File: config.mk
export PLATFORM = sky130hd
export DESIGN_NAME = instr_fetch_unit_flat
export DESIGN_NICKNAME = d
export VERILOG_FILES = /design/src/rtl/instr_fetch_unit_if.sv /design/src/rtl/instr_fetch_unit.sv /design/src/flat_wrapper.sv
export SDC_FILE = /design/constraint.sdc
export NUM_CORES = 1
export LEC_CHECK = 0
export ABC_AREA = 1
export CORE_MARGIN = 3
export CORE_UTILIZATION = 42
export CTS_BUF_LIST = sky130_fd_sc_hd__clkbuf_4
export CTS_CLUSTER_DIAMETER = 30
export CTS_CLUSTER_SIZE = 28
export DETAILED_ROUTE_END_ITERATION = 8
export PLACE_DENSITY_LB_ADDON = 0.08
export SYNTH_ARGS = -nofsm -noshare
export SYNTH_HDL_FRONTEND = slang
export SYNTH_SLANG_ARGS = --single-unit
File: constraint.sdc
create_clock -name clk -period 2.98 [get_ports clk]
set_input_delay 0.298 -clock clk [delete_from_list [all_inputs] [get_ports clk]]
set_output_delay 0.298 -clock clk [all_outputs]
set_load 0.01 [all_outputs]
File: src/rtl/instr_fetch_unit_if.sv
// Fetch-unit bus bundle: instruction-memory request/response, branch
// redirect, and the decode-side instruction buffer.
// master = the fetch unit, slave = its environment (memory, branch unit, decode).
interface instr_fetch_unit_if #(
  parameter int ADDR_WIDTH = 32
);
  logic                  imem_req_valid;
  logic                  imem_req_ready;
  logic [ADDR_WIDTH-1:0] imem_req_addr;
  logic                  imem_rsp_valid;
  logic [31:0]           imem_rsp_data;
  logic                  br_taken;
  logic [ADDR_WIDTH-1:0] br_target;
  logic                  dec_ready;
  logic                  instr_valid;
  logic [31:0]           instr;
  logic [ADDR_WIDTH-1:0] instr_pc;
  logic                  fetch_err;

  modport master (
    output imem_req_valid, imem_req_addr,
    input  imem_req_ready,
    input  imem_rsp_valid, imem_rsp_data,
    input  br_taken, br_target,
    input  dec_ready,
    output instr_valid, instr, instr_pc,
    output fetch_err
  );

  modport slave (
    input  imem_req_valid, imem_req_addr,
    output imem_req_ready,
    output imem_rsp_valid, imem_rsp_data,
    output br_taken, br_target,
    output dec_ready,
    input  instr_valid, instr, instr_pc,
    input  fetch_err
  );
endinterface

File: src/rtl/instr_fetch_unit.sv
// Sequential instruction fetch stage. Owns the PC, issues one word fetch at a
// time, buffers the returned word for decode, and redirects on taken branches.
//
// Optional feature macro: FETCH_ALIGN_CHECK_EN
//   defined   : a redirect to a non-word-aligned target raises fetch_err and
//               parks the unit in S_ERR until reset.
//   undefined : fetch_err is tied low and target low bits are masked off.
//
// state  | meaning
// S_REQ  | request valid, address = pc, waiting for memory to accept
// S_WAIT | request accepted, waiting for the single response word
// S_HOLD | instruction buffered for decode, waiting for dec_ready
// S_ERR  | misaligned redirect seen, frozen until reset (macro only)
//
// drop_q marks that the outstanding response belongs to a request issued
// before a redirect and must be thrown away when it arrives.
// RESET_PC must be word aligned; it is loaded as-is.
module instr_fetch_unit #(
  parameter int                    ADDR_WIDTH = 32,
  parameter logic [ADDR_WIDTH-1:0] RESET_PC   = '0
) (
  input  logic                clk,
  input  logic                rst,
  instr_fetch_unit_if.master  bus
);

`ifdef FETCH_ALIGN_CHECK_EN
  typedef enum logic [1:0] {S_REQ, S_WAIT, S_HOLD, S_ERR} state_t;
`else
  typedef enum logic [1:0] {S_REQ, S_WAIT, S_HOLD} state_t;
`endif

  localparam logic [ADDR_WIDTH-1:0] LOW_BITS = ADDR_WIDTH'(3);
  localparam logic [ADDR_WIDTH-1:0] WORD     = ADDR_WIDTH'(4);

  state_t                state_q, state_d;
  logic [ADDR_WIDTH-1:0] pc_q, pc_d;
  logic                  drop_q, drop_d;
  logic                  instr_valid_q, instr_valid_d;
  logic [31:0]           instr_q, instr_d;
  logic [ADDR_WIDTH-1:0] instr_pc_q, instr_pc_d;
  logic [ADDR_WIDTH-1:0] redirect_pc;
  logic                  redirect;

`ifdef FETCH_ALIGN_CHECK_EN
  logic                  fetch_err_q, fetch_err_d;
  logic                  misaligned;

  // Misaligned targets are trapped, so an accepted redirect is already aligned.
  assign misaligned  = |(bus.br_target & LOW_BITS);
  assign redirect    = bus.br_taken & ~misaligned;
  assign redirect_pc = bus.br_target;
`else
  // Without the check, the target is silently forced onto a word boundary.
  assign redirect    = bus.br_taken;
  assign redirect_pc = bus.br_target & ~LOW_BITS;
`endif

  // Next-state and datapath update; a redirect overrides every other event.
  always_comb begin
    state_d       = state_q;
    pc_d          = pc_q;
    drop_d        = drop_q;
    instr_valid_d = instr_valid_q;
    instr_d       = instr_q;
    instr_pc_d    = instr_pc_q;
`ifdef FETCH_ALIGN_CHECK_EN
    fetch_err_d   = fetch_err_q;
`endif

    case (state_q)
      S_REQ: begin
        if (redirect) begin
          pc_d          = redirect_pc;
          instr_valid_d = 1'b0;
          // The address accepted this cycle is the old pc: its word is stale.
          if (bus.imem_req_ready) begin
            drop_d  = 1'b1;
            state_d = S_WAIT;
          end
        end else if (bus.imem_req_ready) begin
          state_d = S_WAIT;
        end
      end

      S_WAIT: begin
        if (redirect) begin
          pc_d          = redirect_pc;
          instr_valid_d = 1'b0;
          if (bus.imem_rsp_valid) begin
            // The stale word is arriving right now; discard it directly.
            drop_d  = 1'b0;
            state_d = S_REQ;
          end else begin
            drop_d  = 1'b1;
          end
        end else if (bus.imem_rsp_valid) begin
          if (drop_q) begin
            drop_d  = 1'b0;
            state_d = S_REQ;
          end else begin
            instr_d       = bus.imem_rsp_data;
            instr_pc_d    = pc_q;
            instr_valid_d = 1'b1;
            pc_d          = pc_q + WORD;
            state_d       = S_HOLD;
          end
        end
      end

      S_HOLD: begin
        if (redirect) begin
          // Buffered word is squashed even if decode takes it this cycle.
          pc_d          = redirect_pc;
          instr_valid_d = 1'b0;
          state_d       = S_REQ;
        end else if (bus.dec_ready) begin
          instr_valid_d = 1'b0;
          state_d       = S_REQ;
        end
      end

`ifdef FETCH_ALIGN_CHECK_EN
      S_ERR: begin
        state_d = S_ERR;
      end
`endif

      default: begin
        state_d = S_REQ;
      end
    endcase

`ifdef FETCH_ALIGN_CHECK_EN
    // A misaligned redirect from any live state traps; pc is left untouched.
    if (state_q != S_ERR && bus.br_taken && misaligned) begin
      fetch_err_d   = 1'b1;
      instr_valid_d = 1'b0;
      drop_d        = 1'b0;
      pc_d          = pc_q;
      state_d       = S_ERR;
    end
`endif
  end

  // State and datapath registers, cleared asynchronously on rst.
  always_ff @(posedge clk or posedge rst) begin
    if (rst) begin
      state_q       <= S_REQ;
      pc_q          <= RESET_PC;
      drop_q        <= 1'b0;
      instr_valid_q <= 1'b0;
      instr_q       <= '0;
      instr_pc_q    <= '0;
`ifdef FETCH_ALIGN_CHECK_EN
      fetch_err_q   <= 1'b0;
`endif
    end else begin
      state_q       <= state_d;
      pc_q          <= pc_d;
      drop_q        <= drop_d;
      instr_valid_q <= instr_valid_d;
      instr_q       <= instr_d;
      instr_pc_q    <= instr_pc_d;
`ifdef FETCH_ALIGN_CHECK_EN
      fetch_err_q   <= fetch_err_d;
`endif
    end
  end

  assign bus.imem_req_valid = (state_q == S_REQ);
  assign bus.imem_req_addr  = pc_q;
  assign bus.instr_valid    = instr_valid_q;
  assign bus.instr          = instr_q;
  assign bus.instr_pc       = instr_pc_q;
`ifdef FETCH_ALIGN_CHECK_EN
  assign bus.fetch_err      = fetch_err_q;
`else
  assign bus.fetch_err      = 1'b0;
`endif

endmodule

File: src/flat_wrapper.sv
// flat-port wrapper written by rule: the top's interface ports become plain ports
module instr_fetch_unit_flat 
#(
  parameter int                    ADDR_WIDTH = 32,
  parameter logic [ADDR_WIDTH-1:0] RESET_PC   = '0
)
  (clk, rst, bus_imem_req_valid, bus_imem_req_addr, bus_imem_req_ready, bus_imem_rsp_valid, bus_imem_rsp_data, bus_br_taken, bus_br_target, bus_dec_ready, bus_instr_valid, bus_instr, bus_instr_pc, bus_fetch_err);
  instr_fetch_unit_if #(.ADDR_WIDTH(ADDR_WIDTH)) bus_i ();
  input  logic clk;
  input  logic rst;
  output wire logic [$bits(bus_i.imem_req_valid)-1:0] bus_imem_req_valid;
  output wire logic [$bits(bus_i.imem_req_addr)-1:0] bus_imem_req_addr;
  input wire logic [$bits(bus_i.imem_req_ready)-1:0] bus_imem_req_ready;
  input wire logic [$bits(bus_i.imem_rsp_valid)-1:0] bus_imem_rsp_valid;
  input wire logic [$bits(bus_i.imem_rsp_data)-1:0] bus_imem_rsp_data;
  input wire logic [$bits(bus_i.br_taken)-1:0] bus_br_taken;
  input wire logic [$bits(bus_i.br_target)-1:0] bus_br_target;
  input wire logic [$bits(bus_i.dec_ready)-1:0] bus_dec_ready;
  output wire logic [$bits(bus_i.instr_valid)-1:0] bus_instr_valid;
  output wire logic [$bits(bus_i.instr)-1:0] bus_instr;
  output wire logic [$bits(bus_i.instr_pc)-1:0] bus_instr_pc;
  output wire logic [$bits(bus_i.fetch_err)-1:0] bus_fetch_err;
  assign bus_imem_req_valid = bus_i.imem_req_valid;
  assign bus_imem_req_addr = bus_i.imem_req_addr;
  assign bus_i.imem_req_ready = bus_imem_req_ready;
  assign bus_i.imem_rsp_valid = bus_imem_rsp_valid;
  assign bus_i.imem_rsp_data = bus_imem_rsp_data;
  assign bus_i.br_taken = bus_br_taken;
  assign bus_i.br_target = bus_br_target;
  assign bus_i.dec_ready = bus_dec_ready;
  assign bus_instr_valid = bus_i.instr_valid;
  assign bus_instr = bus_i.instr;
  assign bus_instr_pc = bus_i.instr_pc;
  assign bus_fetch_err = bus_i.fetch_err;
  instr_fetch_unit #(.ADDR_WIDTH(ADDR_WIDTH), .RESET_PC(RESET_PC)) u_core (.clk(clk), .rst(rst), .bus(bus_i));
endmodule
**Word-level counts from Yosys, hierarchy flattened**

Index checks and enable logic that the tools add are counted.

- Add/sub/neg operators: 1
- Equality and inequality tests: 9
- Multiplexer cells: 26
- Bitwise gates (word level): 2
- Reductions and logical operators: 10

Operator list:

| operator | count |
|---|---|
| 32-bit 2-to-1 mux | 4 |
| 32-bit one-hot mux with 2 select lines | 1 |
| 32-bit by 3-bit adder with 32-bit output (second input constant) | 1 |
| 2-bit 2-to-1 mux | 7 |
| 4-bit AND reduction | 3 |
| 1-bit 2-to-1 mux | 11 |
| 3-bit != test (second input constant) | 3 |
| 2-bit by 1-bit != test with 1-bit output (second input constant) | 3 |
| 2-bit one-hot mux with 3 select lines | 1 |
| 5-bit AND reduction | 1 |
| 2-bit nonzero test | 2 |
| 1-bit one-hot mux with 3 select lines | 1 |
| 3-bit AND reduction | 1 |
| 3-bit nonzero test | 1 |
| 2-bit by 1-bit == test with 1-bit output (second input constant) | 1 |
| 2-bit == test (second input constant) | 1 |
| 2-bit logical NOT | 1 |
| 2-bit != test (second input constant) | 1 |
| 1-bit inverter | 2 |
| 1-bit one-hot mux with 2 select lines | 1 |
| 2-bit OR reduction | 1 |

- Register bits: 100
- Input port bits: 70
- Word-level logic and storage cells: 54

**Logic depth before layout (Yosys ltp)**

- Word-level depth: 5
- Depth in mapped cells: 10
- Gate-level depth less buffers: 10

**Least setup slack after synthesis**

Ideal clock, no wire load.

- Kind: register to register
- From: register u_core.pc_q[3] (netlist: u_core.bus.imem_req_addr[3])
- To: register u_core.pc_q[26] (netlist: u_core.bus.imem_req_addr[26])
- Setup time: 116 ps
- Arrival: 1519 ps
- Setup slack: 1344 ps
- Stages on the path, launching flop included: 11
- Buffers on the path: 0
- Clock period less this slack: 1636 ps
- Cell sequence: dfrtp_1 -> ha_1 -> nand2_1 -> nor2_1 -> nand2_1 -> nor2_2 -> nand2_1 -> nand2_1 -> nand3_1 -> nand2_1 -> nand2_1

- Longest elaborated chain between the ends: 5

Ends and longest elaborated chain:

| element | line | RTL |
|---|---|---|
| start: declaration | instr_fetch_unit.sv:37 | `logic [ADDR_WIDTH-1:0] pc_q, pc_d;` |
| start signal: assignment | instr_fetch_unit.sv:160 | `pc_q <= pc_d;` |
| 32-bit by 3-bit adder with 32-bit output | instr_fetch_unit.sv:105 | `pc_d = pc_q + WORD;` |
| 32-bit 2-to-1 mux | instr_fetch_unit.sv:98 | `if (drop_q) begin` |
| 32-bit 2-to-1 mux | instr_fetch_unit.sv:97 | `end else if (bus.imem_rsp_valid) begin` |
| 32-bit 2-to-1 mux | instr_fetch_unit.sv:87 | `if (redirect) begin` |
| 32-bit one-hot mux with 2 select lines | instr_fetch_unit.sv:71 | `case (state_q)` |

No other way between the ends. The select of a mux whose other input is x is not followed.
A chain may end at the register's enable or synchronous reset.

**Worst setup path in the final report**

- From: register u_core.state_q[0]
- To: register u_core.instr_pc_q[9] (netlist: u_core.bus.instr_pc[9])

- Longest elaborated chain between the ends: 2

Ends and longest elaborated chain:

| element | line | RTL |
|---|---|---|
| start: declaration | instr_fetch_unit.sv:36 | `state_t state_q, state_d;` |
| start signal: assignment | instr_fetch_unit.sv:159 | `state_q <= state_d;` |
| 2-bit by 1-bit == test with 1-bit output | instr_fetch_unit.sv:71 |  |
| 4-bit AND reduction (no line) | - |  |
| end signal: assignment | instr_fetch_unit.sv:164 | `instr_pc_q <= instr_pc_d;` |
| end: declaration | instr_fetch_unit.sv:41 | `logic [ADDR_WIDTH-1:0] instr_pc_q, instr_pc_d;` |

No other way between the ends.

==> impl_metrics.py <==
metrics = {
    "floorplanning": {
        "die_w_um": 114,
        "dieArea_um2": 12900,
        "rows": 38,
        "die_height_um": 114,
        "ios": 169,
        "core_area_um2": 11100,
        "start_util_pct": 44.0,
    },
    "clock_network": {
        "cts_buffers": 9,
        "ctsRootBufferMaster": "clkbuf_4",
        "clock_path_buffers": 2,
        "clock-sinks": 96,
        "cts_resized": 0,
        "clkSlewWorstSetupHoldPaths_ns": 0.15,
        "cts_setup_buffers": 0,
        "clkLatencyLatePin_ns": 0.45,
        "htreeDepth": 3,
        "cts_tree": "yes",
        "ctsHoldBuffers": 0,
    },
    "routing": {
        "dr.first_iter.drc_count": 253,
        "antenna_left": 0,
        "dr.pass1.iters": 5,
        "vias_per_cell": 5.06,
        "routedWlPerCell_um": 14.8,
        "wl_mm": 14.2,
        "vias": 4852,
        "drc": 0,
    },
    "timing": {
        "fmax_mhz": 461,
        "rsz0062_at_grt": "no",
        "period_minus_slack_ns": 2.17,
        "fin_tns_setup_ns": 0,
        "finalCritPeriodShare_pct": 72.8,
        "timing.final.hold_violations": 0,
        "worstMarginPinSlew_ns": 0.587,
        "fin_worst_skew_ns": 0.0151,
        "setup_viol": 0,
        "slew-limit-headroom_pct": 60.8,
        "finalMaxSlewViolations": 0,
    },
    "logic_synthesis": {
        "synth.most_common_cell": "nand2_1",
        "ys_seq_elements": 96,
        "yosys.area.top_type_share_pct": 49.3,
        "synthesis.area_um2": 4880,
        "netlist_top_cells_area": "dfrtp_1 (49%), nand2_1 (18%), nand3_1 (7.6%), nor2_1 (6.7%), inv_1 (3.5%)",
        "synthArstFlopShare_pct": 100,
        "synth-edff-count": 0,
        "yosysTopAreaCell": "dfrtp_1",
        "yosys_warnings": 0,
        "synth_seq_area_share_pct": 49.3,
        "yosys_most_used_dff": "dfrtp_1",
        "synth.avg_cell_area_um2": 7.34,
        "synth_cell_types": 30,
        "postSynthCellCount": 664,
        "synth_commonest_cells": "nand2_1 (238), dfrtp_1 (96), nor2_1 (87)",
    },
    "final_layout": {
        "n_antenna_cell": 0,
        "area_growth_pct": 37.9,
        "fin_util_pct": 60.7,
        "drive_gt1_share_pct": 4.40,
        "layout.nets": 886,
    },
    "setup_path": {
        "worstPathRequired_ns": 3.33,
        "start_kind": "register",
        "critPathArrivalTime_ns": 2.52,
        "crit_path_end_kind": "register",
        "cp_max_fo": 53,
        "path_class": "reg -> reg",
        "r2r_cells": 9,
    },
    "grt": {
        "grt_max_degree": 97,
        "antenna_found_initial": 0,
        "grt.total_usage_pct": 22.1,
        "grt_overflow": 0,
        "grt_pass1_vias": 4723,
        "grt_pass1_wl_mm": 23.3,
    },
    "pwr": {
        "power.internal_mw": 3.86,
        "ir_drop_v": 0.000429,
        "clockPowerShare_pct": 10.6,
        "comb_power_share_pct": 52.6,
        "power.density_nw_per_um2": 1000,
        "p_leak_nw": 3.18,
        "switchingPower_mw": 2.89,
        "power_frac_seq_pct": 36.8,
        "netSwitchingFraction_pct": 42.8,
    },
    "placement": {
        "place.gp.congestion": 0.886,
        "io_buffers": 161,
        "hpwlAfterDp_mm": 10.1,
    },
    "job": {
        "maxCapViolations": 0,
    },
    "hold_path": {
        "hold_class": "in -> async",
    },
    "outcome": {
        "status": "completed",
    },
}
[critical path, stage by stage (launching register included)]
cell and delay, ns:
dfrtp_1 0.47, nand2_2 0.11, nor2_2 0.04, o21ai_1 0.12, nand3_2 0.14, nand2_4 0.34, nand2_4 0.35, buf_12 0.30
nand2_1 0.09, o21ai_1 0.06
[state kept, by name, indices dropped and copies added, names as in the netlist]
signal,flops
u_core.state_q,2
u_core.bus.instr,32
u_core.bus.instr_valid,1
u_core.bus.imem_req_addr,30
u_core.bus.instr_pc,30
u_core.drop_q,1
[per-stage QoR]
stage	instances	power, mW	worst slack [ns]	hold slack, ns	area (µm²)
finish	959	6.75	0.810	0.315	6720
global route	959	7.30	0.618	0.352	6720
CTS	959	6.80	0.833	0.324	6720
detailed placement	944	6.08	0.418	0.459	6590
global placement	944	5.98	0.512	0.453	6590
floorplan	668	4.26	0.177	0.384	4890
[logic make-up after synthesis]
kind of cell / share of synthesized area (%)
other: 0.0769
XOR/XNOR: 0.898
AO/OA/AOI/OAI: 6.59
AND/OR/NAND/NOR: 35.6
adder cells (fa/ha/maj): 0.257
buffers and inverters: 7.31
flip-flops: 49.3
[cell usage in the layout (no fill, tap or decap), types with 5 or more instances in the layout]
cell | Yosys | routed
o21ai_1 | 28 | 28
nor2_1 | 87 | 87
conb_1 | 1 | 5
inv_1 | 46 | 45
clkdlybuf4s50_1 | 0 | 161
clkbuf_4 | 0 | 10
dfrtp_1 | 96 | 96
o21ai_0 | 25 | 25
nand2_1 | 238 | 238
nand3_1 | 74 | 74
[layout make-up]
| class | instances | area (µm²) |
|---|---|---|
| flip-flops and latches | 96 | 2400 |
| clock buffers | 10 | 75.1 |
| fillers | 1050 | 4350 |
| inverters | 47 | 179 |
| repair buffers | 168 | 1700 |
| well taps | 140 | 175 |
| multi-input cells | 493 | 2130 |
| clock inverters | 5 | 58.8 |
[worst paths after layout]
path | to | slack, ns | start
max in group asynchronous | u_core.bus.imem_req_addr[28] | 2.30 | rst
hold / removal | u_core.bus.instr_pc[26] | 0.32 | rst
setup reg to reg | u_core.bus.instr_pc[9] | 0.81 | u_core.state_q[0]
setup / recovery | u_core.bus.instr_pc[9] | 0.81 | u_core.state_q[0]
hold reg to reg | u_core.bus.instr_pc[3] | 0.49 | u_core.bus.instr_pc[3]
min in group clk | u_core.bus.instr[31] | 0.38 | bus_imem_rsp_data[31]
[power groups by stage]
stage,registers (mW),logic [mW],clock network [mW]
after floorplan,2.68,1.58,0
after global placement,2.47,3.51,0
after detailed placement,2.50,3.59,0
after CTS,2.48,3.59,0.730
after global routing,2.58,3.94,0.782
final,2.48,3.55,0.715
[per-layer routing]
metal  GRT usage [%]  part of all wire [%]  vias to the layer above  wire (µm)
li1                -                     -                     2387          -
met1            31.5                    44                     2252       6310
met2            34.0                    46                      188       6490
met3            3.71                   7.7                       25       1100
met4            8.01                   2.1                        0        292
met5               0                     0                        -          0
No activity file was read; power rests on OpenSTA's default activity.
